==> src/rtl/hs400_tuning_pkg.sv <==
// Shared types and constants for the HS400 tuning path: probe FSM states,
// parameter defaults and the legal data-strobe capture patterns.
package hs400_tuning_pkg;

   typedef enum logic [2:0] {
      ST_IDLE,
      ST_LOAD,
      ST_VERIFY,
      ST_SETTLE,
      ST_SAMPLE,
      ST_DONE
   } probe_state_t;

   localparam int DEF_TAP_W         = 5;
   localparam int DEF_SETTLE_CYCLES = 16;
   localparam int DEF_SAMPLE_CYCLES = 256;

   // A centred strobe toggles between the rising and falling capture flops.
   localparam logic [1:0] DS_PAT_A = 2'b01;
   localparam logic [1:0] DS_PAT_B = 2'b10;

   function automatic logic ds_pat_valid(input logic [1:0] pat);
      return (pat == DS_PAT_A) || (pat == DS_PAT_B);
   endfunction

endpackage

==> src/rtl/hs400_ds_pattern_chk.sv <==
// DDR strobe pattern checker: latches the first sample as reference and counts
// (saturating) every later sample that differs, plus an illegal reference.
module hs400_ds_pattern_chk
   import hs400_tuning_pkg::*;
#(
   parameter int ERR_W = 9
) (
   input  logic             clk,
   input  logic             rst,
   input  logic             i_clr,
   input  logic             i_start,
   input  logic             i_en,
   input  logic [1:0]       i_ds,
   output logic [ERR_W-1:0] o_err_cnt,
   output logic [ERR_W-1:0] o_err_nxt
);

   logic [1:0]       r_ref;
   logic [ERR_W-1:0] r_err;
   logic             w_hit;

   always_comb begin
      w_hit     = 1'b0;
      o_err_nxt = r_err;
      if (i_start) begin
         w_hit = !ds_pat_valid(i_ds);
      end else if (i_en) begin
         w_hit = (i_ds != r_ref);
      end
      if (i_clr) begin
         o_err_nxt = '0;
      end else if (i_start) begin
         o_err_nxt = ERR_W'(w_hit);
      end else if (w_hit && (r_err != '1)) begin
         o_err_nxt = r_err + 1'b1;
      end
   end

   always_ff @(posedge clk or negedge rst) begin
      if (!rst) begin
         r_ref <= 2'b00;
         r_err <= '0;
      end else begin
         r_err <= o_err_nxt;
         if (i_start) begin
            r_ref <= i_ds;
         end
      end
   end

   assign o_err_cnt = r_err;

endmodule

==> src/rtl/hs400_tap_probe.sv <==
// Per-tap IDELAY measurement engine: load a tap, verify the readback, let the
// delay line settle, then grade the captured data strobe over a fixed window.
module hs400_tap_probe
   import hs400_tuning_pkg::*;
#(
   parameter int TAP_W         = DEF_TAP_W,
   parameter int SETTLE_CYCLES = DEF_SETTLE_CYCLES,
   parameter int SAMPLE_CYCLES = DEF_SAMPLE_CYCLES,
   parameter int ERR_W         = $clog2(SAMPLE_CYCLES + 1)
) (
   input  logic             clk,
   input  logic             rst,
   input  logic             probe_req,
   input  logic [TAP_W-1:0] probe_tap,
   output logic             probe_busy,
   output logic             probe_ack,
   output logic             probe_pass,
   output logic             probe_load_err,
   output logic [ERR_W-1:0] probe_err_cnt,
   input  logic [1:0]       data_strobe,
   output logic [TAP_W-1:0] cntval_in,
   output logic             cntval_load,
   input  logic [TAP_W-1:0] cntval_out,
   output logic [2:0]       o_dbg_state
);

   localparam int MAX_CYC = (SETTLE_CYCLES > SAMPLE_CYCLES) ? SETTLE_CYCLES : SAMPLE_CYCLES;
   localparam int CNT_W   = $clog2(MAX_CYC);
   localparam logic [CNT_W-1:0] SETTLE_LD = CNT_W'(SETTLE_CYCLES - 1);
   localparam logic [CNT_W-1:0] SAMPLE_LD = CNT_W'(SAMPLE_CYCLES - 1);

   probe_state_t     r_state;
   logic [CNT_W-1:0] r_cnt;
   logic             w_clr;
   logic             w_start;
   logic             w_en;
   logic [ERR_W-1:0] w_err_nxt;

   // Handshake: probe_req is taken only in IDLE (no queueing); probe_ack pulses
   // once per accepted request and the result outputs hold until the next LOAD.
   assign w_clr   = (r_state == ST_IDLE) && probe_req;
   assign w_en    = (r_state == ST_SAMPLE);
   assign w_start = w_en && (r_cnt == SAMPLE_LD);

   hs400_ds_pattern_chk #(
      .ERR_W (ERR_W)
   ) u_ds_chk (
      .clk       (clk),
      .rst       (rst),
      .i_clr     (w_clr),
      .i_start   (w_start),
      .i_en      (w_en),
      .i_ds      (data_strobe),
      .o_err_cnt (probe_err_cnt),
      .o_err_nxt (w_err_nxt)
   );

   always_ff @(posedge clk or negedge rst) begin
      if (!rst) begin
         r_state        <= ST_IDLE;
         r_cnt          <= '0;
         cntval_in      <= '0;
         cntval_load    <= 1'b0;
         probe_busy     <= 1'b0;
         probe_ack      <= 1'b0;
         probe_pass     <= 1'b0;
         probe_load_err <= 1'b0;
      end else begin
         cntval_load <= 1'b0;
         probe_ack   <= 1'b0;
         case (r_state)
            ST_IDLE: begin
               if (probe_req) begin
                  r_state        <= ST_LOAD;
                  cntval_in      <= probe_tap;
                  cntval_load    <= 1'b1;
                  probe_busy     <= 1'b1;
                  probe_pass     <= 1'b0;
                  probe_load_err <= 1'b0;
               end
            end
            ST_LOAD: begin
               r_state <= ST_VERIFY;
            end
            ST_VERIFY: begin
               if (cntval_out != cntval_in) begin
                  r_state        <= ST_DONE;
                  probe_load_err <= 1'b1;
                  probe_pass     <= 1'b0;
                  probe_ack      <= 1'b1;
               end else begin
                  r_state <= ST_SETTLE;
                  r_cnt   <= SETTLE_LD;
               end
            end
            ST_SETTLE: begin
               if (r_cnt == '0) begin
                  r_state <= ST_SAMPLE;
                  r_cnt   <= SAMPLE_LD;
               end else begin
                  r_cnt <= r_cnt - 1'b1;
               end
            end
            ST_SAMPLE: begin
               // The last sample lands on this same edge, so grade from the next count.
               if (r_cnt == '0) begin
                  r_state    <= ST_DONE;
                  probe_ack  <= 1'b1;
                  probe_pass <= (w_err_nxt == '0);
               end else begin
                  r_cnt <= r_cnt - 1'b1;
               end
            end
            ST_DONE: begin
               r_state    <= ST_IDLE;
               probe_busy <= 1'b0;
            end
            default: begin
               r_state    <= ST_IDLE;
               probe_busy <= 1'b0;
            end
         endcase
      end
   end

   assign o_dbg_state = r_state;

endmodule

==> config.mk <==
export PLATFORM = sky130hd
export DESIGN_NAME = hs400_tap_probe
export DESIGN_NICKNAME = d
export VERILOG_FILES = /design/src/rtl/hs400_tuning_pkg.sv /design/src/rtl/hs400_ds_pattern_chk.sv /design/src/rtl/hs400_tap_probe.sv
export SDC_FILE = /design/constraint.sdc
export NUM_CORES = 1
export LEC_CHECK = 0
export CORE_MARGIN = 4
export CORE_UTILIZATION = 51
export DETAILED_ROUTE_END_ITERATION = 8
export PLACE_DENSITY = 0.77
export SYNTH_ARGS = -nofsm -noshare
export SYNTH_HDL_FRONTEND = slang
export SYNTH_SLANG_ARGS = --single-unit
==> constraint.sdc <==
create_clock -name clk -period 2.8 [get_ports clk]
set_clock_uncertainty 0.2 [all_clocks]
set_input_delay 0.56 -clock clk [delete_from_list [all_inputs] [get_ports clk]]
set_output_delay 0.56 -clock clk [all_outputs]
set_load 0.02 [all_outputs]
# ---- After elaboration in Yosys (flattened, before gate mapping)
# Cells that the tools add are included.
dict set report word_totals {
  ff_bits 32
  input_bits 15
  out_inout_bits 22
  elab_cells 74
}
dict set report op_classes {
  addsub 2
  eq_ne 16
  mux 27
  bitwise 1
  reduce_logical 18
}
# op n
set op_table {}
lappend op_table {{two-way mux 9 bit} 3}
lappend op_table {{two-way mux 8 bit} 3}
lappend op_table {{case mux 8 bit (3 select lines)} 1}
lappend op_table {{case mux 3 bit (5 select lines)} 1}
lappend op_table {{two-way mux 3 bit} 4}
lappend op_table {{two-way mux 1 bit} 11}
lappend op_table {{!= test 2 bit (second input constant)} 5}
lappend op_table {{adder 9 x 1 -> 9 bit (second input constant)} 1}
lappend op_table {{zero test 9 bit} 1}
lappend op_table {{!= test 9 bit (second input constant)} 1}
lappend op_table {{AND reduction 3 bit} 3}
lappend op_table {{equality test 8 bit (second input constant)} 1}
lappend op_table {{zero test 8 bit} 1}
lappend op_table {{subtractor 8 x 1 -> 8 bit (second input constant)} 1}
lappend op_table {{equality test 3 x 2 -> 1 bit (second input constant)} 2}
lappend op_table {{case mux 1 bit (2 select lines)} 3}
lappend op_table {{nonzero test 3 bit} 2}
lappend op_table {{!= test 5 bit} 1}
lappend op_table {{AND reduction 2 bit} 2}
lappend op_table {{AND reduction 4 bit} 1}
lappend op_table {{OR reduction 4 bit} 1}
lappend op_table {{equality test 3 x 1 -> 1 bit (second input constant)} 1}
lappend op_table {{equality test 3 bit (second input constant)} 1}
lappend op_table {{logical AND 1 bit} 3}
lappend op_table {{10 further kinds} 10}

# ---- Longest topological paths before layout
dict set report logic_depth {
  depth_word 11
  ltp_mapped 10
  ltp_nobuf 9
}

# ---- Cells and area by module
# From an unflattened synthesis, not the netlist that was laid out.
dict set report hier_totals {
  cells_unflattened 194
  area_unflattened_um2 1895.6
}
# mod instances cells_each area_each_um2 seq_area_each_um2
set modules_own_cells {}
lappend modules_own_cells {hs400_tap_probe 1 120 1167.4 525.5}
lappend modules_own_cells {hs400_ds_pattern_chk 1 74 728.2 275.3}

# ---- Worst setup path after synthesis
# Ideal clock, no wire load.
dict set report synth_timing {
  path_type {reg-to-reg}
  from {reg r_cnt[0]}
  to {reg probe_pass}
  arrival_time_ps 2234
  t_required_ps 2469
  path_slack_ps 234
  path_stages_with_launch 10
  n_path_buf 1
  synth_period_minus_slack_ps 2566
  cell_sequence {dfrtp_1 -> inv_1 -> ha_1 -> or3b_4 -> or3_4 -> or3_1 -> buf_6 -> o21a_1 -> o31ai_4 -> o41ai_2}
}
dict set report synth_between {
  elab_chain_len 10
  elab_cells_between_ends 13
  cone_classes {eq/ne (2); mux (6); reduce/logical (5)}
}
# element line_no
set synth_lines {}
lappend synth_lines {{from (decl)} hs400_tap_probe.sv:33} ;# logic [CNT_W-1:0] r_cnt;
lappend synth_lines {{from (signal assigned)} hs400_tap_probe.sv:101} ;# r_cnt <= r_cnt - 1'b1;
lappend synth_lines {{from (signal assigned)} hs400_tap_probe.sv:111} ;# r_cnt <= r_cnt - 1'b1;
lappend synth_lines {{equality test 8 bit} hs400_tap_probe.sv:43} ;# assign w_start = w_en && (r_cnt == SAMPLE_LD);
lappend synth_lines {{logical AND 1 bit} hs400_tap_probe.sv:43}
lappend synth_lines {{two-way mux 1 bit} hs400_ds_pattern_chk.sv:25} ;# if (i_start) begin
lappend synth_lines {{logical AND 1 bit} hs400_ds_pattern_chk.sv:34} ;# end else if (w_hit && (r_err != '1)) begin
lappend synth_lines {{two-way mux 9 bit} hs400_ds_pattern_chk.sv:34}
lappend synth_lines {{two-way mux 9 bit} hs400_ds_pattern_chk.sv:32} ;# end else if (i_start) begin
lappend synth_lines {{two-way mux 9 bit} hs400_ds_pattern_chk.sv:30} ;# if (i_clr) begin
lappend synth_lines {{zero test 9 bit} hs400_tap_probe.sv:109} ;# probe_pass <= (w_err_nxt == '0);
lappend synth_lines {{two-way mux 1 bit} hs400_tap_probe.sv:106} ;# if (r_cnt == '0) begin
lappend synth_lines {{case mux 1 bit (3 select lines)} hs400_tap_probe.sv:71} ;# case (r_state)
lappend synth_lines {{to (signal assigned)} hs400_tap_probe.sv:109}
lappend synth_lines {{to (decl)} hs400_tap_probe.sv:17} ;# output logic probe_pass,
# Several ways; a longest one is shown, not always the timed one. The select of a mux whose other input is x is not followed.
# A chain may end at the register's enable or synchronous reset.

# ---- Worst setup path in the final report
# Same ends and word-level chain as after synthesis.

==> out/summary.md <==
In this run the horizontal extent of the chip is 68.32 um. The area share of the largest cell type after synthesis came out at 43.16%. In this run, synthesis inferred 0 flip-flops with an integrated enable. The power density over the cells came out at 811.1 nW/um^2.

After layout, the worst path uses 94.67% of the clock period. The tree built by TritonCTS fans out to 32 sinks. The worst hold path terminates at probe_busy$_DFFE_PN0P_.

The count of mapped cells out of synthesis was 184; the insertion delay of the later-clocked pin in the worst-skew pair was 0.32 ns. The clock-pin slew on the worst setup and hold paths came out at 0.09 ns. After legalization and detailed placement, the total HPWL measured 3024 um.

Hold path depth: 2. In this run the critical register-to-register path is launched from r_cnt[0]$_DFFE_PN0P_. TritonCTS built the clock tree. The tools report the maximum level of the CTS H-tree as 2. The total via count in the routed design was 1525; the per-cell via count in the routed design was 5.627. The tools report the worst-case vdd ir drop as 586.2 uV.

The logs give 246 for the net count reported at finish and 72.36% for the tightest slew margin relative to the limit. The initial utilization of the core area, before any placement, comes to 54.32%. The start point of the worst min-delay path is probe_busy$_DFFE_PN0P_. Static timing analysis puts the maximum clock frequency at 0.3772 GHz. The tools report the global placer's final weighted congestion as 0.9138. The placed instances occupy a cell area of 2266 sq um.

Clock tree synthesis selected as its root buffer the cell sky130_fd_sc_hd__clkbuf_4. The floorplan has 21 rows. Setup repair after global routing left no endpoint under its margin.

Compared with the post-synthesis result, the final layout area differs by 24.81%. In the final layout, the share of cells above drive strength 1 is 14.22%. The sequential fraction of the synthesis area was 43.16%. The tool flagged a number of max-cap violations equal to 0. The run gives 37 as the I/O pin count. The commonest cells after synthesis are sky130_fd_sc_hd__dfrtp_1, sky130_fd_sc_hd__nor2_1, sky130_fd_sc_hd__xor2_1.

The flow ran to the end, and the final reports show no timing, DRC or antenna violations. The setup TNS was 0 ns. Endpoint of the worst register-to-register path: probe_pass$_DFFE_PN0P_. The number of design rule violations left after detail routing is 0, and the final non-filler cell area is 2316 sq um. The number of nets handed over by synthesis was 203. Wires add up to 4043 um. The synthesized design contains 32 register bits. The die is 68.32 um tall.

The first global-routing pass estimated 6748 um of wire. In this run the mean area of a mapped cell was 10.08 sq um. Once detail routing completed, the nets flagged for antenna violations numbered 0.

The total of cells resized after clock tree synthesis was 0. The kind of start point of the critical path was a register. The tools report the number of hold-repair buffers added at the cts stage as 0. For this run the aggregate overflow at the end of global routing stands at 0. The run gives 0.15 ns as the worst-case register-to-register setup slack. After the first detailed-routing iteration, the DRC count stood at 104.

The combined global-route utilization of all metal layers is 19.58%, and the setup-violating endpoint count in the final report is 0. For this run, asynchronously set or reset flops after synthesis account for 100.0%. The tools report the number of global-route vias before repair as 1484. For the worst setup path, the data required time is 2.81 ns. The arrival time at the worst endpoint is 2.66 ns, and the number of buffer cells added on primary ports is 36. The die footprint came out at 4668 sq um. The region available for standard cell placement spans 3416 sq um.

The number of antenna diodes in the final layout is 0. The tools report the number of antenna violations at the first check in global routing as 0. Yosys attributes the largest share of cell area to sky130_fd_sc_hd__dfrtp_1, sky130_fd_sc_hd__xor2_1, sky130_fd_sc_hd__mux2_2. For this run, the number of Yosys warnings is 0. The worst hold-check path type was register to register.

The logs give 1856 sq um for the combined area of all synthesized cells and 4 for the number of detailed-routing iterations run before antenna repair. The synthesized design spends more area on one cell type than any other, namely sky130_fd_sc_hd__dfrtp_1. Type of the setup path with the least slack: register to register. The run gives 0 as the number of endpoints with negative hold slack in the final report. The prevailing post-synth register cell was sky130_fd_sc_hd__dfrtp_1.

The run gives 33 as the maximum number of pins on one net before global-route repair. Summed over all cells, the static leakage comes to 0.0009625 uW. The tools report the endpoint kind of the worst setup timing path as a register. Yosys instantiated no cell more often than sky130_fd_sc_hd__dfrtp_1.

The final period demand of the worst path came out at 2.651 ns. After detailed routing, the average wire length per cell comes to 14.92 um. Post-CTS timing repair inserted 0 buffers for setup. Along the worst path, the maximum fanout reaches 7. The run gives 2 as the number of buffers between clock root and the deepest sink. The slew of the pin with the lowest slew margin is 0.4122 ns.

The worst register-to-register path has a depth of 8. The number of different library cells used by synthesis comes to 43. Final max-slew violation count: 0. The number of clock buffers added by TritonCTS is 5.
==> worst max-delay path, cell delays in order, from the launching register on <==
cell                      delay, ns
sky130_fd_sc_hd__dfrtp_2       0.44
sky130_fd_sc_hd__inv_1         0.07
sky130_fd_sc_hd__ha_1          0.18
sky130_fd_sc_hd__or3b_4        0.40
sky130_fd_sc_hd__or3_4         0.37
sky130_fd_sc_hd__or3_4         0.39
sky130_fd_sc_hd__o21a_1        0.22
sky130_fd_sc_hd__o31ai_4       0.17
sky130_fd_sc_hd__o41ai_2       0.09
==> registers in the layout, summed over array words and instances (netlist names) <==
register and count:
cntval_in 5, cntval_load 1, o_dbg_state 3, probe_ack 1, probe_busy 1, probe_load_err 1
probe_pass 1, r_cnt 8, u_ds_chk.o_err_cnt 9, u_ds_chk.r_ref 2
==> area by class of cell <==
class                      instances  area (sq um)
clock buffer                       5         37.54
timing repair buffer              43         412.9
inverter                           4         15.01
sequential                        32         802.0
multi-input combinational        141         991.0
fill                             281          1100
tap                               46         57.56
==> worst max path at each step <==
stage,start,to,slack (ns),depth (start not counted)
floorplan,r_cnt[0]$_DFFE_PN0P_,probe_pass$_DFFE_PN0P_,0.23,9
global placement,data_strobe[1],u_ds_chk.o_err_cnt[7]$_DFF_PN0_,0.16,8
detailed placement,r_cnt[0]$_DFFE_PN0P_,probe_pass$_DFFE_PN0P_,0.07,8
CTS,r_cnt[0]$_DFFE_PN0P_,probe_pass$_DFFE_PN0P_,0.06,8
global route,r_cnt[0]$_DFFE_PN0P_,probe_pass$_DFFE_PN0P_,0.01,8
finish,r_cnt[0]$_DFFE_PN0P_,probe_pass$_DFFE_PN0P_,0.15,8
==> metal layers <==
metal / part of all wire (%) / wire length [um] / track usage (%)
met3: 6.8 / 275 / 6.404
met4: 1.6 / 63 / 6.700
met5: 0 / 0 / 0
met2: 47 / 1884 / 30.81
met1: 45 / 1820 / 25.23
==> stage by stage <==
stage | worst slack (ns) | total power (uW) | util, % | hold slack (ns) | std cells
after CTS | 0.06303 | 1890 | 67.44 | 0.3395 | 271
after detailed placement | 0.06590 | 1660 | 66.34 | 0.3219 | 266
final | 0.1491 | 1878 | 67.80 | 0.3381 | 271
after global routing | 0.01066 | 2022 | 67.80 | 0.3560 | 271
after floorplan | 0.2344 | 1283 | - | 0.06441 | 184
after global placement | 0.1558 | 1617 | 66.34 | 0.2975 | 266
==> layout by cell type, fill, tap and decap left out, types with 4 or more instances in the layout <==
cell type	synthesis	layout
sky130_fd_sc_hd__clkdlybuf4s50_1	0	36
sky130_fd_sc_hd__dfrtp_1	32	31
sky130_fd_sc_hd__nor2_1	19	19
sky130_fd_sc_hd__xor2_1	13	13
sky130_fd_sc_hd__nand2_1	12	12
sky130_fd_sc_hd__a21oi_1	12	12
sky130_fd_sc_hd__o21ai_0	8	8
sky130_fd_sc_hd__nor3_1	7	7
sky130_fd_sc_hd__mux2_2	7	7
sky130_fd_sc_hd__buf_4	0	7
sky130_fd_sc_hd__xnor2_1	6	6
sky130_fd_sc_hd__nand3_1	5	5
sky130_fd_sc_hd__clkbuf_4	0	5
sky130_fd_sc_hd__inv_1	4	4
sky130_fd_sc_hd__mux2i_1	4	4
sky130_fd_sc_hd__or3_1	5	4
sky130_fd_sc_hd__o21a_1	4	4
sky130_fd_sc_hd__ha_1	4	4
==> report_power, final <==
part	switching, uW	leakage [uW]	internal [uW]	total [uW]
Sequential	142	0.000395	597	739
Clock	137	0.0000230	83.7	220
Combinational	501	0.000544	418	919
==> kinds of logic after synthesis <==
logic type	Yosys count	share of synthesized area [%]
AO/OA/AOI/OAI	41	15.31
multiplexers	11	6.406
XOR/XNOR	19	8.968
buffers and inverters	11	4.045
AND/OR/NAND/NOR	66	19.42
adder cells (fa/ha/maj)	4	2.697
flip-flops	32	43.16
(Power assumes the default switching activity.)
